File: config.mk
export PLATFORM = sky130hd
export DESIGN_NAME = bcd_serial_add_ctrl
export DESIGN_NICKNAME = d
export VERILOG_FILES = /design/src/rtl/bcd_serial_add_ctrl.sv
export SDC_FILE = /design/constraint.sdc
export NUM_CORES = 1
export LEC_CHECK = 0
export CORE_MARGIN = 2
export CORE_UTILIZATION = 51
export CTS_CLUSTER_DIAMETER = 80
export DETAILED_ROUTE_END_ITERATION = 10
export GPL_TIMING_DRIVEN = 1
export PLACE_DENSITY = 0.79
export SLEW_MARGIN = 10
export SYNTH_ARGS = -nofsm -noshare
export SYNTH_HDL_FRONTEND = slang
export SYNTH_SLANG_ARGS = --single-unit
File: constraint.sdc
create_clock -name clk -period 4.7 [get_ports clk]
set_clock_uncertainty 0.2 [all_clocks]
set_input_delay 0.94 -clock clk [delete_from_list [all_inputs] [get_ports clk]]
set_output_delay 0.94 -clock clk [all_outputs]
set_load 0.1 [all_outputs]
File: src/rtl/bcd_serial_add_ctrl.sv
// Digit-serial BCD adder sequencer: one shared single-digit BCD stage, LSD first.
// Optional macro BCD_SUB_EN adds a 'sub' port for ten's-complement subtraction.

module bcd_digit_add (
  input  logic [3:0] a,
  input  logic [3:0] b,
  input  logic       cin,
  output logic [3:0] d,
  output logic       cout
);
  logic [4:0] s;
  logic [3:0] s_cor;

  always_comb begin
    s     = {1'b0, a} + {1'b0, b} + {4'b0, cin};
    s_cor = s[3:0] + 4'd6;
    cout  = (s > 5'd9);
    d     = cout ? s_cor : s[3:0];
  end
endmodule

module bcd_serial_add_ctrl #(
  parameter int DIGITS = 4,
  parameter int CNT_W  = 3
) (
  input  logic                clk,
  input  logic                rst_n,
  input  logic                start,
`ifdef BCD_SUB_EN
  input  logic                sub,
`endif
  input  logic [4*DIGITS-1:0] op_a,
  input  logic [4*DIGITS-1:0] op_b,
  output logic                busy,
  output logic                done,
  output logic [4*DIGITS-1:0] sum,
  output logic                carry_out,
  output logic                err
);
  typedef enum logic [1:0] {IDLE, ADD, DONE} state_t;

  state_t                  state, state_nxt;
  logic [DIGITS-1:0][3:0]  a_q, b_q, sum_q;
  logic [CNT_W-1:0]        idx;
  logic                    carry;
  logic                    accept, last, op_err, carry_init;
  logic [3:0]              a_dig, b_dig, b_eff, d;
  logic                    c_nxt;

  assign accept = start && (state != ADD);
  assign last   = (idx == CNT_W'(DIGITS-1));
  assign busy   = (state == ADD);
  assign done   = (state == DONE);
  assign sum    = sum_q;

  always_comb begin
    a_dig  = '0;
    b_dig  = '0;
    op_err = 1'b0;
    for (int i = 0; i < DIGITS; i++) begin
      if (idx == CNT_W'(i)) begin
        a_dig = a_q[i];
        b_dig = b_q[i];
      end
      if (op_a[4*i+:4] > 4'd9 || op_b[4*i+:4] > 4'd9) op_err = 1'b1;
    end
  end

`ifdef BCD_SUB_EN
  logic sub_q;
  // nines' complement of B plus an initial carry of one gives A + (10^N - B)
  assign b_eff      = sub_q ? (4'd9 - b_dig) : b_dig;
  assign carry_init = sub;
`else
  assign b_eff      = b_dig;
  assign carry_init = 1'b0;
`endif

  bcd_digit_add u_dig (
    .a   (a_dig),
    .b   (b_eff),
    .cin (carry),
    .d   (d),
    .cout(c_nxt)
  );

  always_ff @(posedge clk or negedge rst_n) begin
    if (!rst_n) state <= IDLE;
    else        state <= state_nxt;
  end

  always_comb begin
    state_nxt = state;
    case (state)
      IDLE:    if (start) state_nxt = ADD;
      ADD:     if (last)  state_nxt = DONE;
      DONE:    state_nxt = start ? ADD : IDLE;
      default: state_nxt = IDLE;
    endcase
  end

  always_ff @(posedge clk or negedge rst_n) begin
    if (!rst_n) begin
      a_q       <= '0;
      b_q       <= '0;
      sum_q     <= '0;
      idx       <= '0;
      carry     <= 1'b0;
      carry_out <= 1'b0;
      err       <= 1'b0;
`ifdef BCD_SUB_EN
      sub_q     <= 1'b0;
`endif
    end else if (accept) begin
      a_q       <= op_a;
      b_q       <= op_b;
      sum_q     <= '0;
      idx       <= '0;
      carry     <= carry_init;
      carry_out <= 1'b0;
      err       <= op_err;
`ifdef BCD_SUB_EN
      sub_q     <= sub;
`endif
    end else if (state == ADD) begin
      for (int i = 0; i < DIGITS; i++)
        if (idx == CNT_W'(i)) sum_q[i] <= d;
      carry <= c_nxt;
      idx   <= idx + CNT_W'(1);
      if (last) carry_out <= c_nxt;
    end
  end
endmodule

==> results.md, run 1 <==
* Footprint of the multi-input gates at approximately 1300 um^2
* Routed vias at 2296
* Top cell type's share of synthesized area at 0.508
* Area leader, netlist: dfrtp_1
* GR Overflow Total at 0
* Slew HR at 0.310
* Post-synthesis cell count at between 300 and 400
* Share of cells above drive strength 1 at 0.0539
* Clk sink count at 56
* Number of DRC markers in iteration 0 at 150
* Clk_lat worst skew at just over 0.3 ns
* Fmax at between 200 and 250 MHz
* Synth top cells by count: nand2_1, dfrtp_1, o21ai_0
* Number of max-cap violations at 0
* CP Buf/Inv Count at 1
* Cell family with most CP delay: adder cells
* Antenna violations before repair at 0
* GR Util All Layers at 0.206
* Yosys cell types at 29
* Synth Flop Type: dfrtp_1
* Initial cell density of the core at 0.533
* Ys Warns at 0
* CP max stage delay at between 0.5 and 0.6 ns
* NumNets Final at between 400 and 500
* Status: finished clean
* Fin crit period at 4.23 ns
* # IOs at between 50 and 60
* First-pass GRT wire length at approximately 10000 um
* GP Congestion at roughly 0.84
* Post-detail-place hpwl at between 4000 and 5000 um
* Ys async rst share at 1.00
* Crit-path slowest cell: ha_1
* Hold Buf Count CTS at 0
* Cell breakdown of the critical path: inv_1 -> ha_1 -> a21oi_1 -> o21ai_0 -> a22oi_1 -> fa_1 -> fa_1 -> xor2_1 -> ha_1 -> a22oi_1 -> a311oi_4 -> mux2_2 -> o21ai_0
* Reg area at 1400 um^2
* Num CTS Buffers at 5
* Vias in the first global route at roughly 2200
* CP Class: reg -> reg
* Htree depth at 2
* Synthesized net count at approximately 370
* Post-CTS Setup Inserts at 0
* Crit. End Element: flop
* DRC Markers at 0
* Setup crit start kind: flop
* CP Data Required Time at 4.73 ns
* Fin. Hold Viols at 0
* Netlist Area Pre-Place at 2760 um^2
* CTS tree: done
* ANT nets after route at 0
* RSZ-0062 raised after global routing: false
* Clock buffer depth at 2
* Die width at 77.5 um
* Synth top area cells: dfrtp_1, nand2_1, o21ai_0
* Final setup fails at 0
* Post-synth EDFFs at 0
* Rows at 26
* Tightest Pin Transition at 1.03 ns
* # diodes at 0
* Clock slew at reported path FFs at 0.09 ns
* Slew Limit Fails at 0
* Largest net degree at the start of global routing at 57
* Worst hold path type: reg -> reg
* CP max FO at 18
* Post_cts resized at 0
* Post-synthesis sequential area ratio at 0.508
* Number of synthesized register bits at 56
* Drt wl/cell at ~13 um
* Drt total wl at between 5000 and 6000 um
* Post-route setup TNS at 0 ns
* Die area at 6010 um^2
* Avg Cell Area, Syn at 8.61 um^2
* Core area at ~5200 um^2
* # port buffers at 54
* Root buf cell: clkbuf_8
* Period utilization at 0.901
* Overall die height at a little under 80 um
* Initial DRT Pass Iterations at 4
* Most frequent cell after synthesis: nand2_1
* CP arrival at approximately 4.3 ns
* Area grow syn2layout at 26.1%
* DR vias/cell at ~5.2
* # fillers at 442
[sequential cells by signal, indices dropped and copies added, names as in the netlist]
signal,count
carry_out,1
carry,1
idx,3
b_q,16
state,2
a_q,16
err,1
sum,16
[routing by layer]
layer	GRT usage	up-vias	share of wire
met3	0.0407	7	0.044
met2	0.330	70	0.48
met4	0.0643	0	0.010
li1	-	1155	-
met5	0	-	0
met1	0.285	1064	0.47
[cells in the final DEF, fill, tap and decap left out, types with 2 or more instances in the layout]
master	n
fa_1	2
o31ai_1	5
nor2_1	14
a21oi_1	11
a22oi_1	5
nand2_1	133
a22o_1	6
buf_4	3
mux2_2	5
clkdlybuf4s50_1	53
clkbuf_8	7
or3_1	3
dfrtp_1	56
ha_1	9
nand4_1	2
o21ai_0	32
nor2b_1	3
inv_1	8
[cell type report]
class / count / area share
Sequential cell: 56 / 0.403
Tap cell: 70 / 0.0252
Timing Repair Buffer: 57 / 0.161
Clock inverter: 1 / 0.00864
Clock buffer: 7 / 0.0277
Inverter: 8 / 0.00864
Multi-Input combinational cell: 242 / 0.366
[worst min-delay path, cell delays in order, from the launching register on]
cell	delay (ns)
dfrtp_1	0.35
nand2_1	0.05
nand2_1	0.05
[logic make-up (layout without fill, tap and decap cells)]
| kind of cell | after synthesis | in the layout | synth area share |
|---|---|---|---|
| AOI/OAI and AO/OA | 65 | 65 | 0.149 |
| muxes | 5 | 5 | 0.0204 |
| and+or+nand+nor | 159 | 159 | 0.230 |
| buffers and inverters | 22 | 73 | 0.0300 |
| adders and majority gates | 11 | 11 | 0.0554 |
| DFF | 56 | 56 | 0.508 |
| xor gates and xnor gates | 2 | 2 | 0.00636 |
[through the flow]
step	worst slack (ns)	cells	cell area [um^2]	util	hold slack, ns
2_1_floorplan	0.720	320	2760	-	0.246
3_3_place_gp	0.698	433	3350	0.648	0.257
3_5_place_dp	0.478	433	3350	0.648	0.256
4_1_cts	0.463	441	3480	0.672	0.278
5_1_grt	0.0798	441	3480	0.672	0.308
6_report	0.465	441	3480	0.672	0.269
[path summary, 6_finish.rpt]
check	startpoint	end	slack [ns]	depth (start not counted)
worst max-delay path	idx[1]	sum[10]	0.47	13
min in group asynchronous	rst_n	a_q[4]	0.55	2
worst max register to register	idx[1]	sum[10]	0.47	13
max in group asynchronous	rst_n	b_q[7]	3.30	2
worst min register to register	err	err	0.27	2
worst min-delay path	err	err	0.27	2
Power of run 1 is not shown: default switching activity piles up to over one toggle a cycle in this logic, so the estimate is an artifact.
==> run 2, diff against run 1 <==
- CORE_UTILIZATION: 51 -> 60
- DONT_BUFFER_PORTS: default -> 1
- PLACE_DENSITY: 0.79 -> 0.76
==> results.md, run 2 (synthesis results as in run 1) <==
* Status: finished clean
* Antenna violations before repair at 0 (unchanged)
* GR Util All Layers at 0.231 (+0.0245)
* Root buf cell: clkbuf_8
* Met2 Track Usage GR at 0.368 (+0.0387)
* NumNets Final at 362 (-13%)
* Share of cells above drive strength 1 at 0.0599 (+0.00603)
* CP max FO at 18 (unchanged)
* Clk_lat worst skew at 0.31 ns (about the same)
* GR Overflow Total at 0 (unchanged)
* Fin crit period at 4.20 ns (-0.0348 ns)
* Clock slew at reported path FFs at 0.10 ns (about the same)
* Htree depth at 2 (unchanged)
* Setup crit start kind: flop
* Grt peak-use layer: met2
* Fin. Hold Viols at 0 (unchanged)
* Post-detail-place hpwl at 4050 um (-5.3%)
* Most frequent cells in the layout: nand2_1, dfrtp_1, o21ai_0
* CP Data Required Time at 4.68 ns (-0.05 ns)
* Number of max-cap violations at 0 (unchanged)
* Area grow syn2layout at 5.27%
* # IOs at 55 (unchanged)
* DR vias/cell at 5.73 (+10%)
* # fillers at 390 (-12%)
* Slew Limit Fails at 0 (unchanged)
* Most common cell after layout, fill and taps aside: nand2_1
* Routed vias at 2114 (-7.9%)
* Drt wl/cell at 14.9 um (+16%)
* Overall die height at 71.8 um (-7.4%)
* Die width at 71.8 um (-7.4%)
* Largest net degree at the start of global routing at 57 (unchanged)
* CP arrival at 4.18 ns (-0.09 ns)
* Core area at 4380 um^2 (-15%)
* Die area at 5150 um^2 (-14%)
* DRC Markers at 0 (unchanged)
* Slew HR at 0.294 (-0.0167)
* Initial cell density of the core at 0.629 (+0.0958)
* Initial DRT Pass Iterations at 4 (unchanged)
* Post-route setup TNS at 0 ns (unchanged)
* Met1 Track Usage GR at 0.326 (+0.0400)
* Final setup fails at 0 (unchanged)
* Post_cts resized at 0 (unchanged)
* CP max stage delay at 0.53 ns (about the same)
* Fmax at 238 MHz (+0.83%)
* Clk sink count at 56 (unchanged)
* CP Buf/Inv Count at 1 (unchanged)
* CTS tree: done
* Drt total wl at 5490 um (-3.3%)
* M3 GR Usage at 0.0408 (+0.0000899)
* Hold Buf Count CTS at 0 (unchanged)
* Vias in the first global route at 2030 (-6.3%)
* CP Class: reg -> reg
* Period utilization at 0.894 (-0.00741)
* Number of DRC markers in iteration 0 at 106 (-29%)
* Cell family with most CP delay: adder cells
* Crit. End Element: flop
* Num CTS Buffers at 5 (unchanged)
* Tightest Pin Transition at 1.05 ns (+0.0228 ns)
* Clock buffer depth at 2 (unchanged)
* Worst hold path type: in -> async
* RSZ-0062 raised after global routing: false
* First-pass GRT wire length at 9290 um (-6.0%)
* Crit-path slowest cell: ha_1
* # port buffers at 0 (-100%)
* Cell breakdown of the critical path: inv_1 -> ha_1 -> a21oi_1 -> o21ai_0 -> a22oi_1 -> fa_1 -> fa_1 -> xor2_1 -> ha_1 -> a22oi_1 -> a311oi_4 -> xnor2_1 -> a211oi_2
* # diodes at 0 (unchanged)
* ANT nets after route at 0 (unchanged)
* Post-CTS Setup Inserts at 0 (unchanged)
* GP Congestion at 0.798 (-5.1%)
* Rows at 24 (-7.7%)
## run 2: cell count changes in the layout (fill, tap and decap cells not counted)
cell,change
clkdlybuf4s50_1,-53
clkbuf_1,+1
nor2b_1,-1
clkinv_2,+1
clkbuf_8,-2
nor2b_2,+1
buf_2,-1
## run 2: path summary, 6_finish.rpt
check                             from  cells past startpoint       to  slack [ns]
worst max-delay path            idx[1]                     13  sum[13]        0.50
worst min register to register  a_q[6]                      2   a_q[6]        0.28
max in group asynchronous        rst_n                      0   b_q[0]        4.10
worst max register to register  idx[1]                     13  sum[13]        0.50
min in group clk                a_q[6]                      2   a_q[6]        0.28
worst min-delay path             rst_n                      0  sum[14]        0.11
## run 2: routing by layer
layer  vias up  part of all wire  wire [um]
li1       1049                 -          -
met1       996              0.45       2490
met2        60              0.47       2600
met3         9             0.057        313
met4         0             0.016         89
met5         -                 0          0
## run 2: cell type report
class,count,area [um^2],share of cell area
clock buffer,6,72.6,0.0250
timing repair buffer,3,22.5,0.00776
tap,52,65.1,0.0224
clock inverter,2,35.0,0.0121
inverter,8,30.0,0.0103
sequential,56,1400,0.483
multi-input combinational,242,1270,0.439
## run 2: worst reg2reg max path: cells and delay by family, from the launching register on
family	cells	cell delay [ns]
xor+xnor	2	0.66
buf+inv	1	0.10
flops	1	0.41
compound gates	6	1.06
fa+ha+maj	4	1.64
## run 2: stage by stage
step	instances	utilization	hold WS (ns)	area, um^2	setup slack, ns
final	369	0.662	0.114	2900	0.500
after global routing	369	0.662	0.103	2900	0.215
after CTS	369	0.662	0.106	2900	0.504
after detailed placement	361	0.637	0.264	2790	0.515
after global placement	361	0.637	0.258	2790	0.688
after floorplan	320	-	0.246	2760	0.720
Power of run 2 is left out for the same reason.
==> run 3, diff against run 2 <==
- CORE_UTILIZATION: 60 -> 51
- DONT_BUFFER_PORTS: 1 -> default
- PLACE_DENSITY: 0.76 -> 0.79
==> results of run 3 <==
Final layout, timing and power as in run 1 (identical DEF).
Power of run 3 is left out for the same reason.
